File: config.mk
export PLATFORM = sky130hd
export DESIGN_NAME = pipelined_param_adder
export DESIGN_NICKNAME = d
export VERILOG_FILES = /design/src/rtl/pipelined_param_adder.sv
export SDC_FILE = /design/constraint.sdc
export NUM_CORES = 1
export LEC_CHECK = 0
export ABC_AREA = 1
export BUFFER_PORTS_ARGS = -buffer_cell sky130_fd_sc_hd__buf_2
export CAP_MARGIN = 20
export CELL_PAD_IN_SITES_DETAIL_PLACEMENT = 1
export CELL_PAD_IN_SITES_GLOBAL_PLACEMENT = 2
export CORE_MARGIN = 5
export CORE_UTILIZATION = 35
export CTS_BUF_LIST = sky130_fd_sc_hd__clkbuf_2 sky130_fd_sc_hd__clkbuf_4 sky130_fd_sc_hd__clkbuf_8
export CTS_CLUSTER_SIZE = 25
export DETAILED_ROUTE_END_ITERATION = 8
export PLACE_DENSITY = 0.95
export SLEW_MARGIN = 20
export SYNTH_ARGS = -nofsm -noshare
export SYNTH_HDL_FRONTEND = slang
export SYNTH_SLANG_ARGS = --single-unit
File: constraint.sdc
create_clock -name clk -period 2.85 [get_ports clk]
set_input_delay 0.1425 -clock clk [delete_from_list [all_inputs] [get_ports clk]]
set_output_delay 0.1425 -clock clk [all_outputs]
set_load 0.02 [all_outputs]
File: src/rtl/pipelined_param_adder.sv
// Segmented pipelined adder: one SEG-bit carry segment per register stage, with
// upper operand bits skewed in and finished sum bits deskewed so a result emerges whole.
module pipelined_param_adder #(
    parameter int WIDTH    = 18,
    parameter int SEG      = 6,
    parameter int SATURATE = 0
) (
    input  logic             clk,
    input  logic             reset,
    input  logic             en,
    input  logic             in_valid,
    input  logic [WIDTH-1:0] a,
    input  logic [WIDTH-1:0] b,
    input  logic             c_in,
    output logic [WIDTH-1:0] sum,
    output logic             c_out,
    output logic             ovf,
    output logic             out_valid
);
    localparam int NSEG = (WIDTH + SEG - 1) / SEG;

    for (genvar k = 0; k < NSEG; k++) begin : g_stage
        localparam int LO   = k * SEG;
        localparam int REM  = WIDTH - LO;
        localparam int W    = (REM < SEG) ? REM : SEG;
        localparam bit LAST = (k == NSEG - 1);

        // cur_a/cur_b hold operand bits LO and up; the low W bits are this stage's segment
        logic [REM-1:0]  cur_a;
        logic [REM-1:0]  cur_b;
        logic            cur_c;
        logic            cur_v;
        logic [W:0]      seg;
        logic [LO+W-1:0] s_lin;
        logic [LO+W-1:0] s_next;
        logic [LO+W-1:0] s_q;
        logic            c_q;
        logic            v_q;

        if (k == 0) begin : g_src
            assign cur_a = a;
            assign cur_b = b;
            assign cur_c = c_in;
            assign cur_v = in_valid;
            assign s_lin = seg[W-1:0];
        end else begin : g_src
            assign cur_a = g_stage[k-1].g_fwd.a_q;
            assign cur_b = g_stage[k-1].g_fwd.b_q;
            assign cur_c = g_stage[k-1].c_q;
            assign cur_v = g_stage[k-1].v_q;
            assign s_lin = {seg[W-1:0], g_stage[k-1].s_q};
        end

        assign seg    = (W+1)'(cur_a[W-1:0]) + (W+1)'(cur_b[W-1:0]) + (W+1)'(cur_c);
        assign s_next = (LAST && SATURATE != 0 && seg[W]) ? '1 : s_lin;

        always_ff @(posedge clk) begin
            if (reset) begin
                s_q <= '0;
                c_q <= 1'b0;
                v_q <= 1'b0;
            end else if (en) begin
                s_q <= s_next;
                c_q <= seg[W];
                v_q <= cur_v;
            end
        end

        if (!LAST) begin : g_fwd
            logic [REM-W-1:0] a_q;
            logic [REM-W-1:0] b_q;

            always_ff @(posedge clk) begin
                if (reset) begin
                    a_q <= '0;
                    b_q <= '0;
                end else if (en) begin
                    a_q <= cur_a[REM-1:W];
                    b_q <= cur_b[REM-1:W];
                end
            end
        end else begin : g_out
            logic ovf_q;

            // carry into the MSB is recovered from the MSB sum bit and its operands
            always_ff @(posedge clk) begin
                if (reset) begin
                    ovf_q <= 1'b0;
                end else if (en) begin
                    ovf_q <= seg[W] ^ (seg[W-1] ^ cur_a[W-1] ^ cur_b[W-1]);
                end
            end

            assign sum       = s_q;
            assign c_out     = c_q;
            assign ovf       = ovf_q;
            assign out_valid = v_q;
        end
    end
endmodule

# Word-level counts from Yosys, hierarchy flattened
# Index checks and enable logic that the tools add are counted.
[word_totals] in_bits=41 regBits=79 wordCells=23 output_inout_bits=21
[classes] add_sub_neg=6 bitwise=3
[op_table] op="$add 6x6->7" n=3
[op_table] op="$add 7x1->7" n=3
[op_table] op="$xor 1x1->1" n=3

# Longest topological paths before layout
# Gate-level depths: netlist (run 1).
[depth] word_depth=5 ltp_mapped=13 ltp_nobuf=13

# Worst setup path after synthesis (run 1)
# OpenSTA, ideal clock, no wires.
[synth_path] kind="register -> register" startpoint="reg g_stage[1].c_q" endpoint="reg g_stage[2].g_out.ovf_q, in the netlist ovf" arrival_time_ns=1.472 synth_period_minus_slack_ns=1.580 path_buffers=0 t_required_ns=2.741 setup_slack_ns=1.270 setup_ns=0.109 stages_incl_launch_ff=12 cell_sequence="dfxtp_1 -> inv_1 -> fa_1 -> inv_1 -> fa_1 -> nand4_1 -> nand4_1 -> nand2_1 -> inv_1 -> nand2_1 -> nand2_1 -> inv_1"
[synth_between] elab_chain_cells=4
[synth_lines] element="from (decl)" line_no="37" rtl="logic c_q;"
[synth_lines] element="from (signal assigned)" line_no="64" rtl="c_q <= seg[W];"
[synth_lines] element="$add 7x1->7 *" line_no="54" rtl="assign seg = (W+1)'(cur_a[W-1:0]) + (W+1)'(cur_b[W-1:0]) + (W+1)'(cur_c);"
[synth_lines] element="$xor 1x1->1 (2 in a row)" line_no="90" rtl="ovf_q <= seg[W] ^ (seg[W-1] ^ cur_a[W-1] ^ cur_b[W-1]);"
[synth_lines] element="$xor 1x1->1 *" line_no="90"
[synth_lines] element="to (signal assigned)" line_no="90"
[synth_lines] element="to (decl)" line_no="83" rtl="logic ovf_q;"
# Mark *: on every way between the ends. The rest lies on a longest branch, timed or not.
# A chain may end at the register's enable or synchronous reset.

# Worst setup path after layout (run 1)
[layout_path] startpoint="reg g_stage[0].c_q" endpoint="reg g_stage[1].c_q"
[layout_between] elab_chain_cells=1
[layout_lines] element="from (decl)" line_no="37"
[layout_lines] element="from (signal assigned)" line_no="64"
[layout_lines] element="$add 7x1->7" line_no="54"
# Every way passes these cells.

==> summary.md, run 1 <==
| Metric | Value |
|---|---|
| Slew @ Worst Pin | between 0.6 and 0.7 ns |
| Post-Synth Simple-Gate Area | around a fifth |
| Total count of max-transition violations in the final report | 0 |
| Post-synth top area share | between 40% and 50% |
| Number of placed I/O pins | 62 |
| Maximum number of pins on one net before global-route repair | between 50 and 60 |
| Global route total overflow | 0 |
| Final setup fails | 0 |
| Core region area | between 0.009 and 0.01 sq mm |
| Nets in the synthesized netlist | between 500 and 600 |
| Worst setup margin | 1.06 ns |
| Clock network latency to the later pin of the worst-skew pair | around 0.35 ns |
| Cell at the root of the clock tree | sky130_fd_sc_hd__clkbuf_8 |
| Clk sinks | between 70 and 80 |
| Main combinational cell family by area after synthesis | simple AND/OR/NAND/NOR gates |
| Final critical delay including setup and external delays | 1.79 ns |
| Clock-pin transition on the worst setup and hold timing paths | approximately 0.09 ns |
| CP max stage cell | sky130_fd_sc_hd__fa_1 |
| Most frequently used cell type in the post-synthesis netlist | sky130_fd_sc_hd__nor2_1 |
| Fraction of synthesized area in multiplexers | 0% |
| Fraction of the mapped netlist area in compound gates | between 15 and 20% |
| Combined area of the multi-input logic cells | 0.00166 sq mm |
| Avg Vias per Cell | between 4 and 5 |
| Number of antenna-violating nets in the routed design | 0 |
| Layout Nets | ~570 |
| Critical path endpoint category | flop |
| Synth Warn # | 0 |
| Run status | finished, final reports clean |
| Fraction of layout cells with a size suffix above 1 | 17.1% |
| Most used standard cells in the synthesized netlist | 120 x sky130_fd_sc_hd__nor2_1, 79 x sky130_fd_sc_hd__dfxtp_1, 69 x sky130_fd_sc_hd__o21ai_0 |
| Hold slack | about 0.019 ns |
| Avg Synthesized Cell Area | slightly below 8 sq um |
| Share of the clock period used by the worst path after layout | between 60 and 70% |
| Starting density of the core | a little over a third |
| Wire length of the first global-routing pass | approximately 14 mm |
| Deepest level of the CTS H-tree | 3 |
| Final hold violations | 0 |
| Average wire per standard cell | 13.1 um |
| Synthesized flop and latch total | 79 |
| Number of buffers added on ports | between 60 and 70 |
| Filler-free cell count of the finished design | approximately 650 |
| Crit Path Max Fanout | 3 |
| Worst setup SP type | flop |
| Crit path largest cell delay | 0.48 ns |
| Diode insertion count for antenna repair | 0 |
| Final setup TNS | 0 ns |
| Worst slew margin | 53.3% |
| Maximum clock path buffer count | 2 |
| Netlist area before placement | ~0.0035 sq mm |
| Maxcap violations | 0 |
| Library cell with the largest summed area after synthesis | sky130_fd_sc_hd__dfxtp_1 |
| Die span in y | 110 um |
| Setup clock skew after layout | ~0.014 ns |
| TritonCTS clock tree | yes |
| Total cell area at the placement stage | about 0.004 sq mm |
| Postcts setup bufs | 0 |
| Via count of the first global-routing pass | ~3.1k |
| Worst hold path class | primary input to flop |
| Post-Syn Instances | about 460 |
| Largest vdd supply drop | between 0.2 and 0.3 mV |
| Total die area | ~0.012 sq mm |
| Chip width | approximately 110 um |
| Arrival time at the worst endpoint | 2.02 ns |
| Dpl hpwl | between 5 and 6 mm |
| Number of placed instances with taps included | 630 |
| Upper clock frequency limit | between 500 and 600 MHz |
| GP Congestion | 0.793 |
| Post-cts repair resize count | 0 |
| Minimum setup slack after placement | ~1.1 ns |
| Adder-cell share of the synthesized area | a little under 9% |
| Worst path cell trace | fa_1 -> inv_1 -> fa_1 -> o21ai_1 -> a21oi_1 -> nor2_1 -> nor3_1 -> nor2_1 |
| Footprint of the flip-flops and latches | approximately 0.0016 sq mm |
| Flip-flop cell with the highest count after synthesis | sky130_fd_sc_hd__dfxtp_1 |
| Total via count in the routed design | approximately 3.1k |
| Number of enable flip-flop cells after synthesis | 0 |
| Synth top area cells | sky130_fd_sc_hd__dfxtp_1 45%, sky130_fd_sc_hd__nor2_1 13%, sky130_fd_sc_hd__o21ai_0 9.8% |
| Post-route cell area | approximately 0.0041 sq mm |
| Static leakage power | between 0.002 and 0.0025 uW |
| Overall Global Routing Usage | between 10% and 20% |
| Part of the Yosys area used for sequential elements | 45.0% |
| Synth async-reset ratio | 0% |
| Initial antenna violation count | 0 |
| Worst Path Required | between 3 and 4 ns |
| Total power density per cell area | about 600 mW/mm^2 |
| Number of different library cells in the post-synthesis netlist | 26 |
| DR pass1 iterations | 4 |
| Number of DRC violations after detailed-routing iteration 0 | 85 |
| RSZ-0062 raised after global routing | no |
| Fill cell count | between 1k and 1.5k |
| Final WL | roughly 8.5 mm |
| Site row count | 36 |
| Share of the synthesized netlist area taken by xor and xnor gates | about 2.5% |
| Residual DRC count | 0 |
| Layout-stage area growth over the synthesis result | 17.5% |
| Critical setup path kind | flop to flop |
| Number of buffers created by CTS | 9 |
## cell families (layout without fill, tap and decap cells)
family / count (synthesis) / after routing
AND/OR/NAND/NOR: 168 / 168
AO/OA/AOI/OAI: 112 / 112
flip-flops: 79 / 79
buffers and inverters: 67 / 124
adder cells (fa/ha/maj): 21 / 21
XOR/XNOR: 10 / 10
## metrics by stage
stage / util, % / power [uW]
after floorplan: - / 1530
after global placement: 40.0 / 1640
after detailed placement: 40.0 / 1660
after CTS: 42.2 / 2530
after global routing: 42.2 / 2640
final: 42.2 / 2480
## critical path: cells and delay by family (launching register included)
family | cells | cell delay [ns]
compound gates | 2 | 0.26
fa+ha+maj | 2 | 0.70
buf+inv | 1 | 0.09
flops | 1 | 0.34
simple gates | 3 | 0.27
## per-layer routing
layer	vias up	GRT usage (%)	wire [um]
met2	41	26.0	4220
met3	10	3.84	315
met1	1450	18.2	3860
met4	0	3.96	90
li1	1573	-	-
met5	-	0	0
## worst paths after layout
| check | startpoint | cells after the start | to | slack, ns |
|---|---|---|---|---|
| setup / recovery | g_stage[0].c_q | 8 | g_stage[1].c_q | 1.06 |
| hold / removal | in_valid | 3 | g_stage[0].v_q | 0.02 |
| setup reg to reg | g_stage[0].c_q | 8 | g_stage[1].c_q | 1.06 |
| hold reg to reg | g_stage[0].s_q[4] | 2 | g_stage[1].s_q[4] | 0.46 |
## placed cells by master (no fill, tap or decap), types with 2 or more instances in the layout
cell type,Yosys,final
sky130_fd_sc_hd__nand2_1,31,31
sky130_fd_sc_hd__nor3_1,2,2
sky130_fd_sc_hd__buf_4,1,3
sky130_fd_sc_hd__nand3_2,5,5
sky130_fd_sc_hd__nor2_1,120,120
sky130_fd_sc_hd__inv_1,41,41
sky130_fd_sc_hd__xor2_1,3,3
sky130_fd_sc_hd__a21o_1,2,2
sky130_fd_sc_hd__buf_2,7,61
sky130_fd_sc_hd__fa_1,6,6
sky130_fd_sc_hd__inv_6,0,2
sky130_fd_sc_hd__ha_1,15,15
sky130_fd_sc_hd__nand4_1,4,4
sky130_fd_sc_hd__o21ai_0,69,69
sky130_fd_sc_hd__o211ai_1,2,2
sky130_fd_sc_hd__a21oi_1,26,26
sky130_fd_sc_hd__xnor2_1,7,7
sky130_fd_sc_hd__nand3_1,5,5
sky130_fd_sc_hd__clkinvlp_4,0,2
sky130_fd_sc_hd__dfxtp_1,79,79
sky130_fd_sc_hd__o21ai_1,9,9
sky130_fd_sc_hd__clkbuf_8,0,10
sky130_fd_sc_hd__a31oi_1,3,3
## cell type report
type                       count  share of cell area, %
timing repair buffer          66                   8.67
inverter                      42                   3.82
clock buffer                  10                   3.34
tap                          133                   4.03
clock inverter                 6                   1.64
sequential                    79                   38.3
multi-input combinational    311                   40.2
## timing repair
item                                    CTS  global route
hold buffers                              1             0
hold endpoints to repair                  1             0
endpoints found under the setup margin    0             0
## state kept, by name (all words and copies together) (netlist names)
name,flops
g_stage.g_fwd.b_q,18
out_valid,1
ovf,1
c_out,1
sum,18
g_stage.s_q,18
g_stage.g_fwd.a_q,18
g_stage.c_q,2
g_stage.v_q,2
## where the power goes
group | leakage (uW) | switching [uW] | internal [uW]
clock network | 0.0000993 | 422 | 433
registers | 0.000655 | 43.4 | 1190
logic | 0.00126 | 243 | 153
total | 0.00202 | 708 | 1770
No activity file was read; power rests on OpenSTA's default activity.
==> run 2, diff against run 1 <==
--- a/config.mk
+++ b/config.mk
@@ -11,11 +11,11 @@
 export CELL_PAD_IN_SITES_DETAIL_PLACEMENT = 1
 export CELL_PAD_IN_SITES_GLOBAL_PLACEMENT = 2
 export CORE_MARGIN = 5
-export CORE_UTILIZATION = 35
+export CORE_UTILIZATION = 30
 export CTS_BUF_LIST = sky130_fd_sc_hd__clkbuf_2 sky130_fd_sc_hd__clkbuf_4 sky130_fd_sc_hd__clkbuf_8
 export CTS_CLUSTER_SIZE = 25
 export DETAILED_ROUTE_END_ITERATION = 8
-export PLACE_DENSITY = 0.95
+export PLACE_DENSITY = 0.87
 export SLEW_MARGIN = 20
 export SYNTH_ARGS = -nofsm -noshare
 export SYNTH_HDL_FRONTEND = slang
==> constraint.sdc (replaced) <==
create_clock -name clk -period 1.4 [get_ports clk]
set_input_delay 0.07 -clock clk [delete_from_list [all_inputs] [get_ports clk]]
set_output_delay 0.07 -clock clk [all_outputs]
set_load 0.02 [all_outputs]
==> summary.md, run 2 (synthesized netlist as in run 1, its figures left out) <==
| Metric | Value |
|---|---|
| Register-to-Register Setup Slack | -0.26 ns |
| Final hold violations | 0 |
| Commonest non-fill, non-tap cells in the layout | 120 x sky130_fd_sc_hd__nor2_1, 73 x sky130_fd_sc_hd__dfxtp_1, 64 x sky130_fd_sc_hd__o21ai_0 |
| Clock-pin transition on the worst setup and hold timing paths | roughly 0.090 ns |
| Site row count | 39 |
| Worst Path Required | between 1.5 and 2 ns |
| Fraction of layout cells with a size suffix above 1 | 23.7% |
| Maximum number of pins on one net before global-route repair | 59 |
| DR pass1 iterations | 4 |
| Via count of the first global-routing pass | roughly 3.3k |
| Clock network latency to the later pin of the worst-skew pair | around 0.34 ns |
| Startpoint of the lowest-slack register-to-register path | g_stage[1].g_fwd.b_q[0] |
| Total count of max-transition violations in the final report | 0 |
| Starting density of the core | 30.6% |
| Number of buffers added on ports | a little over 60 |
| Critical setup path kind | flop to flop |
| Hold slack | roughly 0.027 ns |
| Cells on worst reg2reg path | 9 |
| Crit Path Max Fanout | 3 |
| GP Congestion | ~0.84 |
| Global route total overflow | 0 |
| Most frequent standard cell in the layout excluding fill and tap cells | sky130_fd_sc_hd__nor2_1 |
| Chip width | about 120 um |
| Switching power total | about 1500 uW |
| Layout Nets | approximately 610 |
| Die span in y | around 120 um |
| Total die area | between 0.01 and 0.015 sq mm |
| Static leakage power | 0.00225 uW |
| Final setup fails | 12 |
| Number of antenna-violating nets in the routed design | 0 |
| Residual DRC count | 0 |
| Dpl hpwl | approximately 6.3 mm |
| Initial antenna violation count | 0 |
| Deepest level of the CTS H-tree | 3 |
| Cell at the root of the clock tree | sky130_fd_sc_hd__clkbuf_8 |
| Final critical delay including setup and external delays | ~1.7 ns |
| Capture point of the worst path | sum[14] |
| Total power density per cell area | roughly 1200 mW/mm^2 |
| Wire length of the first global-routing pass | between 15 and 20 mm |
| Critical path endpoint category | flop |
| Avg Vias per Cell | about 4.5 |
| Beginning of the critical path | g_stage[1].g_fwd.b_q[0] |
| Core region area | 0.0115 sq mm |
| Average wire per standard cell | between 10 and 15 um |
| Slew @ Worst Pin | about 0.30 ns |
| Number of placed I/O pins | a little over 60 |
| Clk sinks | 79 |
| Reg-to-Reg End | sum[14] |
| Switching part of the total power | approximately a quarter |
| Final WL | slightly above 9 mm |
| Maximum clock path buffer count | 2 |
| Diode insertion count for antenna repair | 0 |
| Largest vdd supply drop | slightly above 0.6 mV |
| Final setup TNS | -1.44 ns |
| Register share of total power | ~45% |
| TritonCTS clock tree | yes |
| Highest metal layer used by the detailed router | met4 |
| Number of buffers created by CTS | 9 |
| Run status | finished with violations |
| Total internal power | ~4100 uW |
| Overall Global Routing Usage | a little over an eighth |
| Worst slew margin | around 80% |
| RSZ-0062 raised after global routing | yes |
| Setup clock skew after layout | about 0.013 ns |
| Failing checks | negative setup slack |
| Arrival time at the worst endpoint | ~1.9 ns |
| Worst setup margin | -0.260 ns |
| Layout-stage area growth over the synthesis result | 32.5% |
| Upper clock frequency limit | about 600 MHz |
| Maxcap violations | 0 |
| Metal-1 WL | between 4 and 5 mm |
| Met3 WL post-DR | 255 um |
| Share of the clock period used by the worst path after layout | 119% |
| Worst setup SP type | flop |
| Proportion of power drawn by combinational gates | between 15 and 20% |
| Clk pwr share | a little under two fifths |
| Number of DRC violations after detailed-routing iteration 0 | between 60 and 70 |
| Worst hold path class | primary input to flop |
| Total via count in the routed design | between 3k and 4k |
| Total met2 wirelength after detailed routing | 4.64 mm |
run 2: changes by cell type in the layout (fill, tap and decap cells not counted), moves of 5 or more:
cell | before | now
sky130_fd_sc_hd__o21ai_0 | 69 | 64
sky130_fd_sc_hd__inv_2 | 1 | 6
sky130_fd_sc_hd__buf_4 | 3 | 20
sky130_fd_sc_hd__dlygate4sd3_1 | 1 | 23
sky130_fd_sc_hd__dfxtp_1 | 79 | 73
sky130_fd_sc_hd__dfxtp_2 | 0 | 6
sky130_fd_sc_hd__inv_1 | 41 | 36
run 2: power by group through the flow:
stage          clock [uW]  sequential (uW)  combinational (uW)
2_1_floorplan           0             2590                 527
3_3_place_gp            0             2550                 864
3_5_place_dp            0             2560                 891
4_1_cts              2150             2510                 964
5_1_grt              2240             2530                1100
6_report             2090             2510                 970
run 2: metal layers:
layer / vias up / global-route usage, %
li1: 1658 / -
met1: 1476 / 16.1
met2: 39 / 23.3
met3: 6 / 2.91
met4: 0 / 3.23
met5: - / 0
run 2: repair_timing:
action	CTS	global route
setup buffers	1	1
hold buffers	23	0
endpoints found under the hold margin	23	0
pin swaps	4	7
gates resized for setup	11	8
setup endpoints to repair	13	13
run 2: worst min-delay path by stage:
stage               slack (ns)  startpoint  depth (start not counted)                       to
floorplan                 0.20        a[6]                          2  g_stage[0].g_fwd.a_q[0]
global placement          0.29       a[10]                          3  g_stage[0].g_fwd.a_q[4]
detailed placement        0.30       b[11]                          3  g_stage[0].g_fwd.b_q[5]
CTS                      0.009        a[7]                          3  g_stage[0].g_fwd.a_q[1]
global route              0.03        a[7]                          3  g_stage[0].g_fwd.a_q[1]
finish                    0.03        a[7]                          3  g_stage[0].g_fwd.a_q[1]
run 2: per-stage QoR:
stage               worst slack, ns  std cells  utilization (%)  total power [uW]  instance area (sq um)
floorplan                   -0.0965        457                -              3120                   3530
global placement             -0.175        659             35.7              3420                   4100
detailed placement           -0.183        659             35.7              3450                   4100
CTS                          -0.199        699             40.1              5630                   4600
global route                 -0.396        700             40.6              5870                   4650
finish                       -0.260        700             40.6              5570                   4650
run 2: cell type report:
type	count	area [sq um]
fillers	1380	6820
multi-input cells	311	1720
flip-flops and latches	79	1590
clock inverters	5	104
inverters	42	158
repair buffers	109	759
clock buffers	11	145
well taps	143	179
run 2: worst max-delay path: stages, from the launching register on:
cell	delay, ns
sky130_fd_sc_hd__dfxtp_2	0.33
sky130_fd_sc_hd__inv_2	0.06
sky130_fd_sc_hd__fa_2	0.20
sky130_fd_sc_hd__inv_2	0.05
sky130_fd_sc_hd__fa_2	0.36
sky130_fd_sc_hd__buf_4	0.15
sky130_fd_sc_hd__buf_6	0.10
sky130_fd_sc_hd__xor2_1	0.14
sky130_fd_sc_hd__o21ai_1	0.12
sky130_fd_sc_hd__inv_1	0.04
